## src/rtl/switch_sequencer.sv

```systemverilog
// Break-before-make sequencer for the RF switch bank. Each switch-state command drives the
// switch lines, waits for settle, triggers the VNA and then waits for the acquisition-ready edge.
module switch_sequencer #(
    parameter int BBM_CYCLES     = 500,
    parameter int SETTLE_CYCLES  = 50000,
    parameter int TRIG_CYCLES    = 500,
    parameter int TIMEOUT_CYCLES = 50000000,
    parameter int CNT_W          = 26
) (
    input  logic       clk_50,
    input  logic       rst_n,
    input  logic       cmd_valid,
    input  logic [1:0] cmd_state,
    input  logic       acq_rdy,
    output logic [2:0] sw_ctrl,
    output logic       vna_trig,
    output logic [1:0] cur_state,
    output logic       busy,
    output logic       done,
    output logic       timeout,
    output logic       cmd_err,
    output logic [2:0] dbg_state
);

    typedef enum logic [2:0] {
        S_IDLE     = 3'd0,
        S_BREAK    = 3'd1,
        S_SETTLE   = 3'd2,
        S_TRIG     = 3'd3,
        S_WAIT_RDY = 3'd4
    } state_t;

    // Load values are PARAM-1; a zero parameter still gives a one-cycle interval.
    localparam logic [CNT_W-1:0] L_BBM     = (BBM_CYCLES     > 0) ? CNT_W'(BBM_CYCLES - 1)     : '0;
    localparam logic [CNT_W-1:0] L_SETTLE  = (SETTLE_CYCLES  > 0) ? CNT_W'(SETTLE_CYCLES - 1)  : '0;
    localparam logic [CNT_W-1:0] L_TRIG    = (TRIG_CYCLES    > 0) ? CNT_W'(TRIG_CYCLES - 1)    : '0;
    localparam logic [CNT_W-1:0] L_TIMEOUT = (TIMEOUT_CYCLES > 0) ? CNT_W'(TIMEOUT_CYCLES - 1) : '0;

    state_t           r_state, w_state_nxt;
    logic [CNT_W-1:0] r_cnt, w_cnt_nxt;
    logic [1:0]       r_target, w_target_nxt;
    logic [2:0]       r_sw, w_sw_nxt;
    logic [1:0]       r_cur, w_cur_nxt;
    logic             r_trig, w_trig_nxt;
    logic             r_busy, w_busy_nxt;
    logic             r_done, w_done_nxt;
    logic             r_timeout, w_timeout_nxt;
    logic             r_cmd_err, w_cmd_err_nxt;
    logic             r_acq_s1, r_acq_s2, r_acq_s3;
    logic             w_rdy_rise;

    assign w_rdy_rise = r_acq_s2 & ~r_acq_s3;

    always_comb begin
        w_state_nxt   = r_state;
        w_cnt_nxt     = (r_cnt != '0) ? r_cnt - CNT_W'(1) : '0;
        w_target_nxt  = r_target;
        w_sw_nxt      = r_sw;
        w_cur_nxt     = r_cur;
        w_done_nxt    = 1'b0;
        w_timeout_nxt = 1'b0;
        w_cmd_err_nxt = 1'b0;
        case (r_state)
            S_IDLE: begin
                if (cmd_valid) begin
                    if (cmd_state == 2'd3) begin
                        w_cmd_err_nxt = 1'b1;
                    end else if (cmd_state == r_cur) begin
                        w_state_nxt = S_TRIG;
                        w_cnt_nxt   = L_TRIG;
                    end else begin
                        w_state_nxt  = S_BREAK;
                        w_cnt_nxt    = L_BBM;
                        w_sw_nxt     = 3'b000;
                        w_target_nxt = cmd_state;
                    end
                end
            end
            S_BREAK: begin
                if (r_cnt == '0) begin
                    w_state_nxt = S_SETTLE;
                    w_cnt_nxt   = L_SETTLE;
                    w_sw_nxt    = 3'b001 << r_target;
                    w_cur_nxt   = r_target;
                end
            end
            S_SETTLE: begin
                if (r_cnt == '0) begin
                    w_state_nxt = S_TRIG;
                    w_cnt_nxt   = L_TRIG;
                end
            end
            S_TRIG: begin
                if (r_cnt == '0) begin
                    w_state_nxt = S_WAIT_RDY;
                    w_cnt_nxt   = L_TIMEOUT;
                end
            end
            S_WAIT_RDY: begin
                // A ready edge on the final timeout cycle still counts as a completed acquisition.
                if (w_rdy_rise) begin
                    w_state_nxt = S_IDLE;
                    w_done_nxt  = 1'b1;
                end else if (r_cnt == '0) begin
                    w_state_nxt   = S_IDLE;
                    w_timeout_nxt = 1'b1;
                end
            end
            default: begin
                w_state_nxt = S_IDLE;
                w_cnt_nxt   = '0;
            end
        endcase
        if (cmd_valid && (r_state != S_IDLE)) begin
            w_cmd_err_nxt = 1'b1;
        end
        w_trig_nxt = (w_state_nxt == S_TRIG);
        w_busy_nxt = (w_state_nxt != S_IDLE);
    end

    always_ff @(posedge clk_50 or negedge rst_n) begin
        if (!rst_n) begin
            r_state   <= S_IDLE;
            r_cnt     <= '0;
            r_target  <= 2'd0;
            r_sw      <= 3'b001;
            r_cur     <= 2'd0;
            r_trig    <= 1'b0;
            r_busy    <= 1'b0;
            r_done    <= 1'b0;
            r_timeout <= 1'b0;
            r_cmd_err <= 1'b0;
            r_acq_s1  <= 1'b0;
            r_acq_s2  <= 1'b0;
            r_acq_s3  <= 1'b0;
        end else begin
            r_state   <= w_state_nxt;
            r_cnt     <= w_cnt_nxt;
            r_target  <= w_target_nxt;
            r_sw      <= w_sw_nxt;
            r_cur     <= w_cur_nxt;
            r_trig    <= w_trig_nxt;
            r_busy    <= w_busy_nxt;
            r_done    <= w_done_nxt;
            r_timeout <= w_timeout_nxt;
            r_cmd_err <= w_cmd_err_nxt;
            r_acq_s1  <= acq_rdy;
            r_acq_s2  <= r_acq_s1;
            r_acq_s3  <= r_acq_s2;
        end
    end

    assign sw_ctrl   = r_sw;
    assign vna_trig  = r_trig;
    assign cur_state = r_cur;
    assign busy      = r_busy;
    assign done      = r_done;
    assign timeout   = r_timeout;
    assign cmd_err   = r_cmd_err;
    assign dbg_state = r_state;

endmodule

```

## config.mk

```make
export PLATFORM = sky130hd
export DESIGN_NAME = switch_sequencer
export DESIGN_NICKNAME = d
export VERILOG_FILES = /design/src/rtl/switch_sequencer.sv
export SDC_FILE = /design/constraint.sdc
export NUM_CORES = 1
export LEC_CHECK = 0
export ABC_CLOCK_PERIOD_IN_PS = 7100
export BUFFER_PORTS_ARGS = -buffer_cell sky130_fd_sc_hd__buf_2
export CAP_MARGIN = 40
export CELL_PAD_IN_SITES_DETAIL_PLACEMENT = 0
export CELL_PAD_IN_SITES_GLOBAL_PLACEMENT = 1
export CORE_MARGIN = 1
export CORE_UTILIZATION = 50
export CTS_CLUSTER_SIZE = 24
export DETAILED_ROUTE_END_ITERATION = 8
export GPL_ROUTABILITY_DRIVEN = 0
export HOLD_SLACK_MARGIN = 0.03
export MAX_ROUTING_LAYER = met4
export PLACE_DENSITY_LB_ADDON = 0.15
export SLEW_MARGIN = 20
export SYNTH_ARGS = -nofsm -noshare
export SYNTH_HDL_FRONTEND = slang
export SYNTH_SLANG_ARGS = --single-unit
```

## constraint.sdc

```tcl
create_clock -name clk_50 -period 7.1 [get_ports clk_50]
set_input_delay 1.065 -clock clk_50 [delete_from_list [all_inputs] [get_ports clk_50]]
set_output_delay 1.065 -clock clk_50 [all_outputs]
set_load 0.02 [all_outputs]
```

# --- Word-level counts from Yosys, hierarchy flattened ---
# Index checks and enable logic that the tools add are counted.
classes:
  n_shift: 1
  n_eq_ne: 11
  n_mux: 30
  reduce_logical: 10
  n_addsub: 1
  bitwise_logic: 4
ops:
  columns: ["operator", "count"]
  rows:
  - ["$mux 26", 6]
  - ["$pmux 26 s5", 1]
  - ["$mux 3", 11]
  - ["$logic_not 26->1", 1]
  - ["$reduce_bool 26->1", 1]
  - ["$sub 26x1->26 const B", 1]
  - ["$pmux 3 s5", 1]
  - ["$eq 3x2->1 const B", 3]
  - ["$mux 1", 9]
  - ["$ne 2x2->1 const B", 4]
  - ["$pmux 3 s2", 1]
  - ["$reduce_bool 3->1", 2]
  - ["$reduce_and 5->1", 1]
  - ["$reduce_and 4->1", 1]
  - ["$eq 3x1->1 const B", 1]
  - ["$eq 3x3->1 const B", 1]
  - ["$logic_not 3->1", 1]
  - ["$not 1->1", 3]
  - ["$shl 1x2->3 const A", 1]
  - ["$eq 2x2->1", 1]
  - ["$eq 2x2->1 const B", 1]
  - ["$mux 2", 1]
  - ["$reduce_and 2->1", 1]
  - ["$reduce_bool 2->1", 1]
  - ["2 further kinds", 2]
word_totals:
  input_bits: 6
  out_inout_bits: 13
  register_bits: 44

# --- Longest topological paths before layout ---
# Gate-level depths: netlist of run 1.
logic_depth:
  word_depth: 6
  ltp_mapped: 9

# --- Worst setup path after synthesis of run 1 ---
# No wires, ideal clock.
synth_path:
  path_kind: "reg-to-reg"
  startpoint: "register r_cnt[12]"
  endpoint: "register r_sw[2] (netlist: sw_ctrl[2])"
  synth_period_minus_slack_ns: 2.297
  arrival_time_ns: 2.172
  required_ns: 6.975
  path_slack_ns: 4.803
  path_stages_with_launch: 7
  n_path_buf: 1
  cell_sequence: "dfrtp_1 > or4_4 > or2_1 > buf_2 > nor4_2 > o22a_1 > mux2_2"
synth_between:
  elab_chain_len: 3
synth_lines:
  columns: ["item", "line_no", "source"]
  rows:
  - ["start, declared", "40", "logic [CNT_W-1:0] r_cnt, w_cnt_nxt;"]
  - ["start signal, assigned", "138", "r_cnt <= w_cnt_nxt;"]
  - ["$logic_not 26->1", "80", "if (r_cnt == '0) begin"]
  - ["$ne 2x2->1 (no line)", null, null]
  - ["$reduce_and 5->1 (no line)", null, null]
  - ["end signal, assigned", "140", "r_sw <= w_sw_nxt;"]
  - ["end, declared", "42", "logic [2:0] r_sw, w_sw_nxt;"]
# Every way passes these cells.
# A chain may end at the register's enable or synchronous reset.

# --- Worst setup path after layout of run 1 ---
layout_path:
  startpoint: "register r_cnt[12]"
  endpoint: "register r_cnt[12]"
layout_between:
  elab_chain_len: 5
  word_cells_on_any_way: 10
  classes_between: "add/sub: 1; mux: 7; reduce/logical: 2"
layout_lines:
  columns: ["item", "line_no", "source"]
  rows:
  - ["$sub 26x1->26 / $reduce_bool 26->1 (equally long branches)", "56", "w_cnt_nxt = (r_cnt != '0) ? r_cnt - CNT_W'(1) : '0;"]
  - ["$mux 26", "56", null]
  - ["$mux 26", "66", "if (cmd_state == 2'd3) begin"]
  - ["$mux 26", "65", "if (cmd_valid) begin"]
  - ["$pmux 26 s5 (*)", "63", "case (r_state)"]
  - ["net w_cnt_nxt[12]", "40", null]
# The timed path passes the listed nets; every way through them passes the cells marked *.

==> flow_summary.json, run 1 <==
{
  "outcome": "completed",
  "synth-main-ff-cell": "dfrtp_1",
  "route.vias.total": 1860,
  "hp-start": "r_acq_s1",
  "yosys.area_share.simple_pct": 24.52,
  "critPathArrivalTime_ns": 3.03,
  "vdd_drop_max_mv": 0.1039,
  "insertion_delay_ns": 0.30,
  "track_usage_pct": 24.34,
  "core_area_sq_mm": 0.004444,
  "netlist-cell-type-count": 53,
  "power.leakage_nw": 1.116,
  "synthMuxAreaShare_pct": 6.131,
  "die-area_sq_mm": 0.005013,
  "synth_xor_area_share_pct": 7.030,
  "syn_nets": 246,
  "worstSetupPathType": "flop to flop",
  "drt-initial-drc-count": 97,
  "whs_endpoint": "r_acq_s2",
  "h-tree-depth": 2,
  "clk_pin_slew_ns": 0.08,
  "period_minus_slack_ns": 2.873,
  "min_path_type": "flop to flop",
  "die_h_um": 70.81,
  "maxCapViolCount": 0,
  "synth_seq_area_share_pct": 46.56,
  "clock_skew_ns": 0.007087,
  "avgSynthCellArea_sq_um": 9.947,
  "async_flop_share_pct": 100.0,
  "synth_fa_ha_area_share_pct": 1.057,
  "reg2regPathDepth": 5,
  "reg2reg_to": "r_cnt[12]",
  "area_growth_syn_to_layout_pct": 9.725,
  "io_pins": 19,
  "grt_pass1_wl_um": 8949,
  "hold_path_depth": 0,
  "drive_above_1_share_pct": 18.29,
  "die_x_um": 70.81,
  "clk_root_buffer_cell": "clkbuf_8",
  "drt-pass1-iter-count": 5,
  "worst_pin_slew_ns": 0.7636,
  "register_area_sq_mm": 0.001102,
  "cts_hold_buf": 0,
  "dp_hpwl_um": 3827,
  "routed_wl_um": 5388,
  "drc_errors": 0,
  "grt_max_degree": 33,
  "cts_tree": "done",
  "synth_top_family_by_area": "simple AND/OR/NAND/NOR gates",
  "r2r_setup_slack_ns": 4.23,
  "synth-compound-area-share_pct": 12.26,
  "insertedDiodeCount": 0,
  "cts_setup_buffers": 0,
  "wl_met1_um": 2580,
  "routed_via_density": 6.019,
  "antenna_found_initial": 0,
  "start_util_pct": 53.27,
  "synth_seq_cells": 44,
  "cts_repair_resize_count": 0,
  "grt_pass1_vias": 1770,
  "power_density_mw_per_mm2": 169.9,
  "slew_headroom_pct": 48.99,
  "wl_per_cell_um": 17.44,
  "clock-sinks": 44,
  "critPathMaxFanout": 16,
  "tns_ns": 0,
  "setup_viol": 0,
  "r2r-start": "r_cnt[12]",
  "multiInputGateArea_sq_mm": 0.001207,
  "required_ns": 7.25,
  "max_freq_mhz": 348.1,
  "cts_buffers": 5,
  "rows": 24,
  "nFillCells": 411,
  "detail-route-antenna-nets": 0,
  "syn_inst": 238,
  "utilization_pct": 58.45,
  "synth_enable_flop_cells": 0,
  "nets": 264,
  "cts_buffer_depth": 2,
  "route.met2.wl_um": 2477,
  "worstSetupEndpointType": "flop",
  "hold_viol_final": 0,
  "drv_slew": 0,
  "mappedNetlistArea_sq_mm": 0.002367,
  "yosysWarnings": 0,
  "port_buffers": 18,
  "overflow": 0,
  "highest_layer": "met4",
  "start_kind": "flop",
  "rsz0062_at_grt": "false",
  "finalCritPeriodShare_pct": 40.47,
  "dr_wl_met3_um": 209
}
worst max-delay path, stage by stage (launching register included):
cell     delay, ns
dfrtp_1       0.43
or4_4         0.56
or2_1         0.42
or3_1         0.72
o21ai_2       0.51
a21oi_1       0.09
synthesized netlist by cell type (all sizes together), types with 2 or more instances:
cell | instances | area [sq um]
nand3 | 6 | 30.03
o21ai | 5 | 28.78
o21bai | 2 | 15.01
or4 | 4 | 33.78
buf | 5 | 31.28
and2 | 2 | 12.51
nor2b | 4 | 25.02
a311oi | 2 | 17.52
xor2 | 4 | 35.03
nor3 | 17 | 90.09
or2 | 2 | 12.52
a21oi | 12 | 63.81
clkbuf | 4 | 15.01
nor4 | 12 | 93.84
xnor2 | 15 | 131.4
a211oi | 8 | 60.06
mux2i | 4 | 40.04
nor3b | 4 | 30.03
or3 | 5 | 31.28
nor2 | 21 | 78.83
dfrtp | 43 | 1076
nand4 | 2 | 12.51
ha | 2 | 25.02
mux2 | 9 | 105.1
nand2 | 19 | 71.32
o22ai | 2 | 12.51
inv | 3 | 11.26
nand2b | 3 | 18.77
power breakdown:
group | internal (mW) | switching [mW]
Combinational | 0.00702 | 0.0112
Clock | 0.0791 | 0.0876
Sequential | 0.253 | 0.00305
layout by cell type, fill, tap and decap left out, drive strengths merged, types with 2 or more instances in the layout:
master and instances:
nand2 19, a211oi 8, xor2 4, clkbuf 7, a21oi 12, ha 2, and2 2, o21ai 5
mux2i 4, o22ai 2, nor2b 4, nand2b 3, buf 20, nand3 6, inv 3, o21bai 2
mux2 9, nor3b 4, or3 5, nand4 2, a311oi 2, dfrtp 43, nor3 17, or4 4
or2 2, nor2 21, xnor2 15, nor4 12
kinds of logic after synthesis:
group                    count (synthesis)
AO/OA/AOI/OAI                           42
buffers and inverters                   12
AND/OR/NAND/NOR                        106
XOR/XNOR                                19
adder cells (fa/ha/maj)                  2
flip-flops                              44
multiplexers                            13
sequential cells by signal, summed over array words and instances (netlist names):
signal     cells
sw_ctrl        3
r_acq_s1       1
r_cnt         26
cur_state      2
timeout        1
r_acq_s3       1
done           1
busy           1
r_acq_s2       1
dbg_state      3
vna_trig       1
r_target       2
cmd_err        1
layer usage:
| metal | vias to the layer above | track usage (%) |
|---|---|---|
| li1 | 907 | - |
| met1 | 905 | 31.70 |
| met2 | 38 | 36.86 |
| met3 | 10 | 5.413 |
| met4 | 0 | 10.22 |
| met5 | - | - |
metrics by stage:
stage                     cells  cell area, sq um  setup WS [ns]  total power [mW]  hold WS [ns]
after floorplan             238              2367          4.803            0.2685        0.3312
after global placement      299              2476          4.289            0.2785        0.3332
after detailed placement    301              2504          4.230            0.2799        0.3555
after CTS                   309              2597          4.220            0.4460        0.3781
after global routing        309              2597          4.111            0.4596        0.3874
final                       309              2597          4.227            0.4414        0.3683
worst max path at each step:
stage	startpoint	to
floorplan	r_cnt[12]	sw_ctrl[2]
global placement	r_cnt[12]	r_cnt[1]
detailed placement	r_cnt[12]	r_cnt[12]
CTS	r_cnt[12]	r_cnt[12]
global route	r_cnt[12]	r_cnt[13]
finish	r_cnt[12]	r_cnt[12]
area by class of cell:
type | instances | share of cell area (%)
Clock buffer | 7 | 3.324
Clock inverter | 1 | 0.2890
Tap cell | 52 | 2.505
Multi-Input combinational cell | 182 | 46.48
Sequential cell | 44 | 42.44
Inverter | 3 | 0.4335
Timing Repair Buffer | 20 | 4.528
Note: power is estimated with default switching activity, not from simulation.
==> inputs of run 2 (changes only) <==
--- a/config.mk
+++ b/config.mk
@@ -5,13 +5,13 @@
 export SDC_FILE = /design/constraint.sdc
 export NUM_CORES = 1
 export LEC_CHECK = 0
-export ABC_CLOCK_PERIOD_IN_PS = 7100
+export ABC_CLOCK_PERIOD_IN_PS = 2700
 export BUFFER_PORTS_ARGS = -buffer_cell sky130_fd_sc_hd__buf_2
 export CAP_MARGIN = 40
 export CELL_PAD_IN_SITES_DETAIL_PLACEMENT = 0
 export CELL_PAD_IN_SITES_GLOBAL_PLACEMENT = 1
 export CORE_MARGIN = 1
-export CORE_UTILIZATION = 50
+export CORE_UTILIZATION = 46
 export CTS_CLUSTER_SIZE = 24
 export DETAILED_ROUTE_END_ITERATION = 8
 export GPL_ROUTABILITY_DRIVEN = 0
==> constraint.sdc (replaced) <==
create_clock -name clk_50 -period 2.7 [get_ports clk_50]
set_input_delay 0.405 -clock clk_50 [delete_from_list [all_inputs] [get_ports clk_50]]
set_output_delay 0.405 -clock clk_50 [all_outputs]
set_load 0.02 [all_outputs]
==> run 2 against run 1 <==
Fmax grew 15%. Utilization fell by 1.5 points. Largest power group unchanged. Highest routed layer unchanged. Critical path type unchanged. Global-route usage shrank 1.0 points. Wire length decreased by 1.3%.
==> flow_summary.json, run 2 (same netlist as run 1, synthesis figures left out) <==
{
  "p_seq_share_pct": 53.2,
  "cts_buffer_depth": 2,
  "drv_slew": 0,
  "finalCritPeriodShare_pct": 92.40,
  "reg2regPathDepth": 5,
  "drt-initial-drc-count": 156,
  "tns_ns": 0,
  "outcome": "completed",
  "r2r_setup_slack_ns": 0.21,
  "track_usage_pct": 23.34,
  "worst_pin_slew_ns": 0.4655,
  "p_int_mw": 0.9885,
  "nFillCells": 452,
  "vdd_drop_max_mv": 0.2654,
  "clk_root_buffer_cell": "clkbuf_8",
  "routed_wl_um": 5319,
  "worstSetupEndpointType": "flop",
  "mostFrequentLayoutCells": "43 x dfrtp_1, 21 x nor2_1, 19 x nand2_1",
  "grt_pass1_wl_um": 9032,
  "cts_hold_buf": 0,
  "grt_pass1_vias": 1734,
  "critPathMaxFanout": 6,
  "hold_viol_final": 0,
  "critical-path-top-delay-family": "simple AND/OR/NAND/NOR gates",
  "clock-sinks": 44,
  "drc_errors": 0,
  "post_dp_cell_area_sq_mm": 0.002620,
  "die_h_um": 73.74,
  "switchingPower_mw": 0.2729,
  "p_clk_share_pct": 42.7,
  "comb_power_share_pct": 4.2,
  "maxCapViolCount": 0,
  "r2r-start": "r_cnt[18]",
  "largest_reg_flops": 26,
  "setup_viol": 0,
  "rows": 25,
  "layout_commonest_cell": "dfrtp_1",
  "slew_headroom_pct": 68.71,
  "worstSetupPathType": "flop to flop",
  "power.leakage_nw": 1.207,
  "detail-route-antenna-nets": 0,
  "overflow": 0,
  "critPathArrivalTime_ns": 2.69,
  "routed_via_density": 5.494,
  "switching_share_pct": 21.63,
  "max_freq_mhz": 400.8,
  "clk_pin_slew_ns": 0.09,
  "start_util_pct": 48.83,
  "dp_hpwl_um": 3927,
  "cts_tree": "done",
  "min_path_type": "primary input to asynchronous set/reset pin",
  "required_ns": 2.90,
  "area_growth_syn_to_layout_pct": 16.65,
  "cts_buffers": 5,
  "antenna_found_initial": 0,
  "insertedDiodeCount": 0,
  "h-tree-depth": 2,
  "design_area_sq_mm": 0.002761,
  "io_pins": 19,
  "crit_path_cell_trace": "nor4_2 -> nand4_1 -> nor4_2 -> o22a_1 -> mux2_2",
  "reg2reg_to": "sw_ctrl[2]",
  "die-area_sq_mm": 0.005437,
  "rsz0062_at_grt": "false",
  "insertion_delay_ns": 0.31,
  "clock_skew_ns": 0.008881,
  "crit_path_max_incr_delay_ns": 0.51,
  "drive_above_1_share_pct": 23.25,
  "multiInputGateArea_sq_mm": 0.001220,
  "core_area_sq_mm": 0.004848,
  "wl_per_cell_um": 15.74,
  "cp_common_cell": "nor4_2",
  "drt-pass1-iter-count": 4,
  "start_kind": "flop",
  "die_x_um": 73.74,
  "cp_num_buf_inv": 0,
  "grt_max_degree": 28,
  "nets": 278,
  "power_density_mw_per_mm2": 456.8,
  "cpMaxStageDelayCell": "nor4_2",
  "regMostFlops": "r_cnt",
  "route.vias.total": 1857,
  "port_buffers": 18,
  "period_minus_slack_ns": 2.495,
  "utilization_pct": 56.95,
  "register_area_sq_mm": 0.001102
}
[run 2: changes by cell type in the layout (fill, tap and decap cells not counted)]
cell        change
buf_4          +14
bufinv_16       +1
clkbuf_1        -1
clkinv_4        +1
clkinvlp_4      -1
o21ai_2         -1
o21ai_4         +1
or3_1           -1
or3_4           +1
[run 2: what timing repair did]
action,CTS,global route
buffers inserted,0,0
gates resized for setup,0,2
hold endpoints to repair,0,0
setup endpoints to repair,0,12
[run 2: worst max-delay path by stage]
stage | slack, ns | startpoint | depth (start not counted) | to
2_1_floorplan | 0.40 | r_cnt[12] | 6 | sw_ctrl[2]
6_report | 0.21 | r_cnt[18] | 5 | sw_ctrl[2]
3_5_place_dp | 0.09 | r_cnt[18] | 5 | r_cnt[22]
4_1_cts | 0.07 | r_cnt[18] | 5 | r_cnt[21]
3_3_place_gp | 0.14 | r_cnt[12] | 6 | r_cnt[15]
5_1_grt | 0.005 | r_cnt[18] | 5 | sw_ctrl[2]
[run 2: power by group through the flow]
stage | clock [mW] | sequential (mW) | combinational (mW)
5_1_grt | 0.574 | 0.672 | 0.0601
3_3_place_gp | 0 | 0.684 | 0.0494
4_1_cts | 0.552 | 0.671 | 0.0540
6_report | 0.538 | 0.671 | 0.0526
2_1_floorplan | 0 | 0.688 | 0.0178
3_5_place_dp | 0 | 0.684 | 0.0538
[run 2: per-layer routing]
layer | GRT usage (%) | wire (um)
met1 | 33.27 | 2556
met2 | 32.62 | 2401
met3 | 5.487 | 276
met4 | 7.479 | 85
met5 | - | 0
[run 2: layout make-up]
class	instances	area share, %
multi-input cells	182	44.18
clock inverters	2	1.405
flip-flops and latches	44	39.92
clock buffers	6	2.990
well taps	67	3.036
inverters	3	0.4078
repair buffers	34	8.065
[run 2: through the flow]
step                      hold slack, ns  total power, mW  std cells  setup WS, ns
after floorplan                   0.1094           0.7061        238        0.4029
after global placement            0.3338           0.7334        328        0.1401
after detailed placement          0.3484           0.7378        329       0.08893
after CTS                        0.03240            1.277        337       0.06598
after global routing             0.04700            1.306        338      0.004837
final                            0.02037            1.261        338        0.2051
[run 2: worst register-to-register path, stage by stage (launching register included)]
cell and delay, ns:
dfrtp_1 0.42, nor4_2 0.49, nand4_1 0.35, nor4_2 0.51
o22a_1 0.28, mux2_2 0.34
